[src/rtl/beat_packer_pkg.sv]
// beat_packer_pkg: shared FSM state type and default geometry for the beat packer.
package beat_packer_pkg;
    typedef enum logic {
        FILL = 1'b0,
        HOLD = 1'b1
    } state_e;
    localparam int DW_DEF = 3;
    localparam int N_DEF  = 4;
endpackage

[src/rtl/beat_packer.sv]
// beat_packer: packs N upstream beats of DW bits into one word, with flush for partial words.
// Ports: sys_clk/sys_rst (sync active-high); valid_up/data_up/ready_up upstream beat handshake;
// flush emits a partial word; valid_down/data_down/cnt_down/ready_down downstream word handshake.
module beat_packer
    import beat_packer_pkg::*;
#(
    parameter int DW = DW_DEF,
    parameter int N  = N_DEF
) (
    input  logic                       sys_clk,
    input  logic                       sys_rst,
    input  logic                       valid_up,
    input  logic [DW-1:0]              data_up,
    output logic                       ready_up,
    input  logic                       flush,
    output logic                       valid_down,
    output logic [N*DW-1:0]            data_down,
    output logic [$clog2(N+1)-1:0]     cnt_down,
    input  logic                       ready_down
);
    localparam int CW = $clog2(N + 1);

    if (N < 2 || N > 8) begin : g_bad_n
        $error("beat_packer: N must be in 2..8");
    end

    state_e                 state_q, state_d;
    logic [CW-1:0]          cnt_q, cnt_d, slot_sel;
    logic [N-1:0][DW-1:0]   slots_q, slots_d;
    logic                   beat, word;

    always_ff @(posedge sys_clk) begin
        if (sys_rst) begin
            state_q <= FILL;
            cnt_q   <= '0;
            slots_q <= '0;
        end else begin
            state_q <= state_d;
            cnt_q   <= cnt_d;
            slots_q <= slots_d;
        end
    end

    // A full slot set or a flush with at least one beat (held or arriving now) closes the word.
    always_comb begin
        state_d = state_q;
        if (state_q == FILL) begin
            if ((beat && cnt_q == CW'(N - 1)) || (flush && (beat || cnt_q != '0)))
                state_d = HOLD;
        end else if (word) begin
            state_d = FILL;
        end
    end

    // A beat accepted in HOLD always coincides with a word transfer, so it lands in slot 0.
    always_comb begin
        slots_d  = slots_q;
        cnt_d    = cnt_q;
        slot_sel = word ? '0 : cnt_q;
        if (word) begin
            slots_d = '0;
            cnt_d   = '0;
        end
        if (beat) begin
            for (int k = 0; k < N; k++)
                if (slot_sel == CW'(k)) slots_d[k] = data_up;
            cnt_d = word ? CW'(1) : cnt_q + CW'(1);
        end
    end

    assign valid_down = state_q == HOLD;
    assign ready_up   = (state_q == FILL) || ready_down;
    assign beat       = valid_up && ready_up;
    assign word       = valid_down && ready_down;
    assign data_down  = slots_q;
    assign cnt_down   = valid_down ? cnt_q : '0;
endmodule

[config.mk]
export PLATFORM = sky130hd
export DESIGN_NAME = beat_packer
export DESIGN_NICKNAME = d
export VERILOG_FILES = /design/src/rtl/beat_packer_pkg.sv /design/src/rtl/beat_packer.sv
export SDC_FILE = /design/constraint.sdc
export NUM_CORES = 1
export LEC_CHECK = 0
export BUFFER_PORTS_ARGS = -buffer_cell sky130_fd_sc_hd__buf_2
export CAP_MARGIN = 20
export CELL_PAD_IN_SITES_DETAIL_PLACEMENT = 1
export CELL_PAD_IN_SITES_GLOBAL_PLACEMENT = 1
export CORE_MARGIN = 3
export CORE_UTILIZATION = 35
export CTS_CLUSTER_DIAMETER = 40
export CTS_CLUSTER_SIZE = 10
export DETAILED_ROUTE_END_ITERATION = 12
export HOLD_SLACK_MARGIN = 0.08
export PLACE_DENSITY_LB_ADDON = 0.25
export SETUP_SLACK_MARGIN = 0.2
export SLEW_MARGIN = 5
export SYNTH_ARGS = -nofsm -noshare
export SYNTH_HDL_FRONTEND = slang
export SYNTH_SLANG_ARGS = --single-unit
[constraint.sdc]
create_clock -name sys_clk -period 2 [get_ports sys_clk]
set_clock_uncertainty 0.1 [all_clocks]
set_input_delay 0.4 -clock sys_clk [delete_from_list [all_inputs] [get_ports sys_clk]]
set_output_delay 0.4 -clock sys_clk [all_outputs]
set_load 0.05 [all_outputs]
==> flow_summary.yaml, run 1 <==
outcome:
  outcome: "finished clean"
logic_synthesis:
  ys_seq_area_share_pct: 40.6
  synth_top_family_by_area: "compound AO/OA/AOI/OAI gates"
  synth.distinct_cells: 28
  yosys_warnings: 0
  ys_ff_latch: 16
  synth_mux_area_share_pct: 2.54
  syn_area_um2: 788
  avgSynthCellArea_um2: 9.06
  synth_compound_area_share_pct: 24.9
  yosys.area_share.adder_pct: 4.76
  synth.area.top_cells: "dfxtp_1 41%, a2bb2oi_1 8.9%, o211ai_1 6.7%"
  synthXorXnorAreaFrac_pct: 0
  yosys.area_share.simple_pct: 22.1
  synth_nets: 98
  synth_top_area_cell: "dfxtp_1"
  synth_top_area_share_pct: 40.6
  syn_inst: 87
timing:
  fin_tns_setup_ns: 0
  relSlewSlack_pct: 68.6
  min_period_ns: 1.71
  worstMarginPinSlew_ns: 0.467
  finalHoldViolCount: 0
  fmax_mhz: 583
  period_share_pct: 85.7
  setup_viol: 0
  rsz0062_at_grt: "no"
  drv_slew: 0
worst_setup_path:
  crit_fanout: 9
  crit_type: "register to output pin"
  critical-path-slowest-cell: "dfxtp_1"
  arrival_ns: 1.21
  worstPathCellList: "and2_1 > buf_2"
  timing.rr.start: "valid_down"
  crit_path_start_kind: "register"
  end_kind: "output pin"
  critPathLaunch: "cnt_q[0]"
  required_ns: 1.50
  slowest_delay_ns: 0.51
cts:
  clock_latency_ns: 0.28
  cts_buffers: 3
  clock_sinks: 16
  cts.htree.levels: 1
  cts-root-buf: "clkbuf_4"
  cts_tree: "done"
  path_clk_slew_ns: 0.09
  cts_max_path_buffers: 2
hold_path:
  hp-start: "data_up[2]"
  hp-class: "input port to register"
detailed_routing:
  routed_via_density: 5.27
  drcViolationCount: 0
  drtPass1Iterations: 2
  wl_per_cell_um: 14.7
  num_vias: 738
  detail-route-antenna-nets: 0
  first_iter_violations: 2
  drt_wl_total_mm: 2.05
power_and_ir_drop:
  p_clk_share_pct: 28.2
  power.total_mw: 0.756
  intPower_mw: 0.510
  p_comb_share_pct: 24.4
  power.switching_mw: 0.246
  pwr-share-seq_pct: 47.4
  cellPowerDensity_nw_per_um2: 772
  max-vdd-ir-drop_mv: 0.496
  sw_frac_of_total_pct: 32.5
  leakage_nw: 0.439
placed_design:
  port_buffers: 24
  hpwl_mm: 1.47
  gp_congestion: 0.713
layout:
  layout.nets: 125
  num_antenna_cells: 0
  syn2layout_area_growth_pct: 24.3
  drive_above_1_share_pct: 33.6
  fillers: 263
global_route:
  grt_pass1_wl_mm: 3.39
  grt_use_total_pct: 16.7
  antenna_found_initial: 0
  grt_overflow_total: 0
  grt_pass1_vias: 732
  grt_max_degree: 17
job:
  max_cap_viol_count: 0
die:
  row_count: 16
  start_util_pct: 38.6
  ioPinCount: 25
  die_w_um: 53.5
  core-area_um2: 2040
  die_area_um2: 2860
  die_h_um: 53.5
-- path summary, 6_finish.rpt --
kind	endpoint	slack, ns	cells after the start
max reg2reg	data_down[2]	0.38	4
max	cnt_down[0]	0.29	2
min reg2reg	data_down[3]	0.35	2
min	data_down[8]	0.32	2
-- flip-flops by register name (all words and copies together), names as in the netlist --
register,cells
cnt_q,3
data_down,12
valid_down,1
-- cells in the final DEF (no fill, tap or decap), types with 2 or more instances in the layout --
master     instances
a2bb2oi_1          8
mux2i_1            2
nor2_1             3
nand2_1            9
a21oi_1            7
buf_4              2
dfxtp_1           14
or3_1              3
and2_1             4
inv_1              5
clkbuf_4           3
or4_4              2
o211ai_1           7
ha_1               3
nand3b_1           2
buf_2             24
nand2b_1           2
-- cell usage after synthesis --
| master | count |
|---|---|
| dfxtp_1 | 16 |
| nand2_1 | 9 |
| a2bb2oi_1 | 8 |
| a21oi_1 | 7 |
| o211ai_1 | 7 |
| inv_1 | 5 |
| and2_1 | 4 |
| ha_1 | 3 |
| nor2_1 | 3 |
| or3_1 | 3 |
| mux2i_1 | 2 |
| nand2b_1 | 2 |
| nand3b_1 | 2 |
| or4_4 | 2 |
| a2111oi_0 | 1 |
| a211o_1 | 1 |
| a21oi_2 | 1 |
| buf_2 | 1 |
| buf_4 | 1 |
| clkbuf_1 | 1 |
| clkbuf_2 | 1 |
| nand2b_2 | 1 |
| nor2b_1 | 1 |
| nor4_1 | 1 |
| o21a_1 | 1 |
| o21ai_0 | 1 |
| or2_2 | 1 |
| or4_1 | 1 |
-- critical path: cells and delay by family, from the launching register on --
| kind | cells | cell delay, ns |
|---|---|---|
| buf+inv | 1 | 0.25 |
| simple gates | 1 | 0.17 |
| flops | 1 | 0.51 |
-- per-layer routing --
metal / GRT usage, % / routed length (um)
met1: 22.6 / 1010
met2: 24.3 / 899
met3: 2.54 / 93
met5: 0 / 0
met4: 10.2 / 47
-- cell families (layout without fill, tap and decap cells) --
kind of cell	after synthesis	count (layout)
AO/OA/AOI/OAI	27	27
adder cells (fa/ha/maj)	3	3
buffers and inverters	9	35
flip-flops	16	16
multiplexers	2	2
AND/OR/NAND/NOR	30	30
-- timing repair --
action | CTS | global route
resized for setup | 1 | 2
hold buffers | 0 | 0
setup buffers | 0 | 2
setup endpoints to repair | 1 | 2
-- metrics by stage --
stage / util (%) / instance area, um^2 / setup slack, ns / hold WS (ns) / cells
final: 48.0 / 980 / 0.286 / 0.322 / 140
after global routing: 48.0 / 980 / 0.205 / 0.309 / 140
after CTS: 47.1 / 961 / 0.206 / 0.307 / 138
after detailed placement: 45.2 / 922 / 0.438 / 0.343 / 134
after global placement: 45.2 / 922 / 0.470 / 0.339 / 134
after floorplan: - / 790 / 0.317 / 0.391 / 87
-- layout make-up --
cell class | count | area, um^2 | share of cell area, %
Clock buffer | 4 | 36.3 | 3.70
Tap cell | 27 | 33.8 | 3.45
Multi-Input combinational cell | 62 | 430 | 43.9
Sequential cell | 16 | 325 | 33.2
Timing Repair Buffer | 26 | 135 | 13.8
Inverter | 5 | 18.8 | 1.92
-- power groups by stage --
| stage | clock [mW] | combinational (mW) | sequential [mW] |
|---|---|---|---|
| after CTS | 0.225 | 0.174 | 0.363 |
| final | 0.213 | 0.184 | 0.358 |
| after detailed placement | 0 | 0.171 | 0.370 |
| after floorplan | 0 | 0.0948 | 0.402 |
| after global placement | 0 | 0.170 | 0.369 |
| after global routing | 0.233 | 0.202 | 0.362 |
(Power assumes the default switching activity.)
==> run 2, diff against run 1 <==
CAP_MARGIN = not set   (was 20)
CORE_UTILIZATION = 38   (was 35)
CTS_BUF_LIST = sky130_fd_sc_hd__clkbuf_4 sky130_fd_sc_hd__clkbuf_8   (was not set)
clock period = 1.8 ns   (was 2 ns; I/O delays follow)
==> run 2 against run 1 <==
Register-to-register slack got worse by 0.11 ns. Sequential power increased by 11%. Count of clock-buffer cells in the layout unchanged. Total power increased by 14%. Critical path type unchanged. Largest power group unchanged.
==> flow_summary.yaml, run 2 (synthesis gave the netlist of run 1 again) <==
worst_setup_path:
  worstPathCellList: "and2_2 > buf_2"
  required_ns: 1.34
  rrSetupSlack_ns: 0.27
  end_kind: "output pin"
  timing.rr.start: "valid_down"
  ff2ff_path_depth: 4
  crit_type: "register to output pin"
  r2r-end: "data_down[3]"
  slowest_delay_ns: 0.41
  arrival_ns: 1.11
  crit_fanout: 8
  critical-path-slowest-cell: "dfxtp_2"
  crit_path_start_kind: "register"
global_route:
  grt_use_total_pct: 17.6
  grt_pass1_vias: 710
  antenna_found_initial: 0
  grt_max_degree: 13
  grt_pass1_wl_mm: 3.40
  grt_overflow_total: 0
placed_design:
  port_buffers: 24
  gp_congestion: 0.796
  hpwl_mm: 1.50
die:
  die_h_um: 51.5
  core-area_um2: 1840
  start_util_pct: 42.9
  die_area_um2: 2660
  row_count: 15
  die_w_um: 51.5
  ioPinCount: 25
cts:
  clock_sinks: 16
  cts_tree: "done"
  path_clk_slew_ns: 0.10
  cts.htree.levels: 1
  cts_buffers: 3
  cts_max_path_buffers: 2
  cts_hold_buf: 0
  cts-root-buf: "clkbuf_4"
  clock_latency_ns: 0.29
timing:
  min_period_ns: 1.57
  relSlewSlack_pct: 71.8
  setup_viol: 0
  fmax_mhz: 637
  fin_tns_setup_ns: 0
  rsz0062_at_grt: "yes"
  worstMarginPinSlew_ns: 0.423
  period_share_pct: 87.2
  finalHoldViolCount: 0
  drv_slew: 0
detailed_routing:
  detail-route-antenna-nets: 0
  drt_wl_total_mm: 2.05
  routed_via_density: 5.42
  wl_per_cell_um: 15.0
  drcViolationCount: 0
  drtPass1Iterations: 3
  num_vias: 742
  first_iter_violations: 6
layout:
  layout_common_cells: "21 x buf_2, 12 x dfxtp_1, 9 x nand2_1"
  layout_commonest_cell: "buf_2"
  syn2layout_area_growth_pct: 27.8
  num_antenna_cells: 0
  drive_above_1_share_pct: 39.3
  layout.nets: 124
  largest_reg_flops: 12
power_and_ir_drop:
  cellPowerDensity_nw_per_um2: 853
  max-vdd-ir-drop_mv: 0.430
  leakage_nw: 0.443
  power.total_mw: 0.860
outcome:
  outcome: "finished clean"
job:
  max_cap_viol_count: 0
hold_path:
  hold_end: "data_down[3]"
  min_path_cells: 2
  hp-start: "data_up[0]"
  hp-class: "input port to register"
run 2: power breakdown:
| part | leakage (nW) | internal (mW) | total (mW) | switching (mW) |
|---|---|---|---|---|
| Clock | 0.0210 | 0.123 | 0.248 | 0.125 |
| Combinational | 0.290 | 0.0766 | 0.212 | 0.136 |
| Sequential | 0.133 | 0.375 | 0.399 | 0.0244 |
run 2: final cells by class:
| type | count | area, um^2 |
|---|---|---|
| inverters | 5 | 18.8 |
| multi-input cells | 62 | 449 |
| fillers | 238 | 832 |
| flip-flops and latches | 16 | 333 |
| repair buffers | 25 | 139 |
| well taps | 25 | 31.3 |
| clock buffers | 4 | 36.3 |
run 2: critical path, delay by kind of cell (launching register included):
kind                   cells  cell delay, ns
buffers and inverters      1            0.25
and+or+nand+nor            1            0.15
DFF                        1            0.41
run 2: per-stage QoR:
step	hold slack (ns)	instances	worst slack (ns)	cell area, um^2	utilization [%]
final	0.273	137	0.230	1010	54.8
after global routing	0.259	137	0.176	1010	54.8
after CTS	0.262	137	0.150	981	53.3
after detailed placement	0.343	132	0.265	923	50.2
after global placement	0.340	132	0.289	923	50.2
after floorplan	0.391	87	0.238	793	-
run 2: repair_timing:
item                                    CTS  global route
endpoints found under the hold margin     0             0
buffers inserted                          1             0
endpoints found under the setup margin    4             7
pin swaps                                 0             3
resized for setup                         7             8
run 2: worst max-delay path by stage:
stage | startpoint | endpoint | cells past startpoint
floorplan | valid_down | cnt_q[0] | 4
global placement | cnt_q[1] | cnt_q[2] | 4
detailed placement | valid_up | data_down[7] | 4
CTS | valid_down | ready_up | 3
global route | valid_down | ready_up | 3
finish | cnt_q[2] | cnt_down[2] | 2
run 2: routing by layer:
metal	track usage [%]	part of all wire, %	vias up
met1	21.3	44	356
met4	9.17	1.7	0
met2	30.1	50	15
li1	-	-	367
met3	2.58	3.7	4
met5	0	0	-
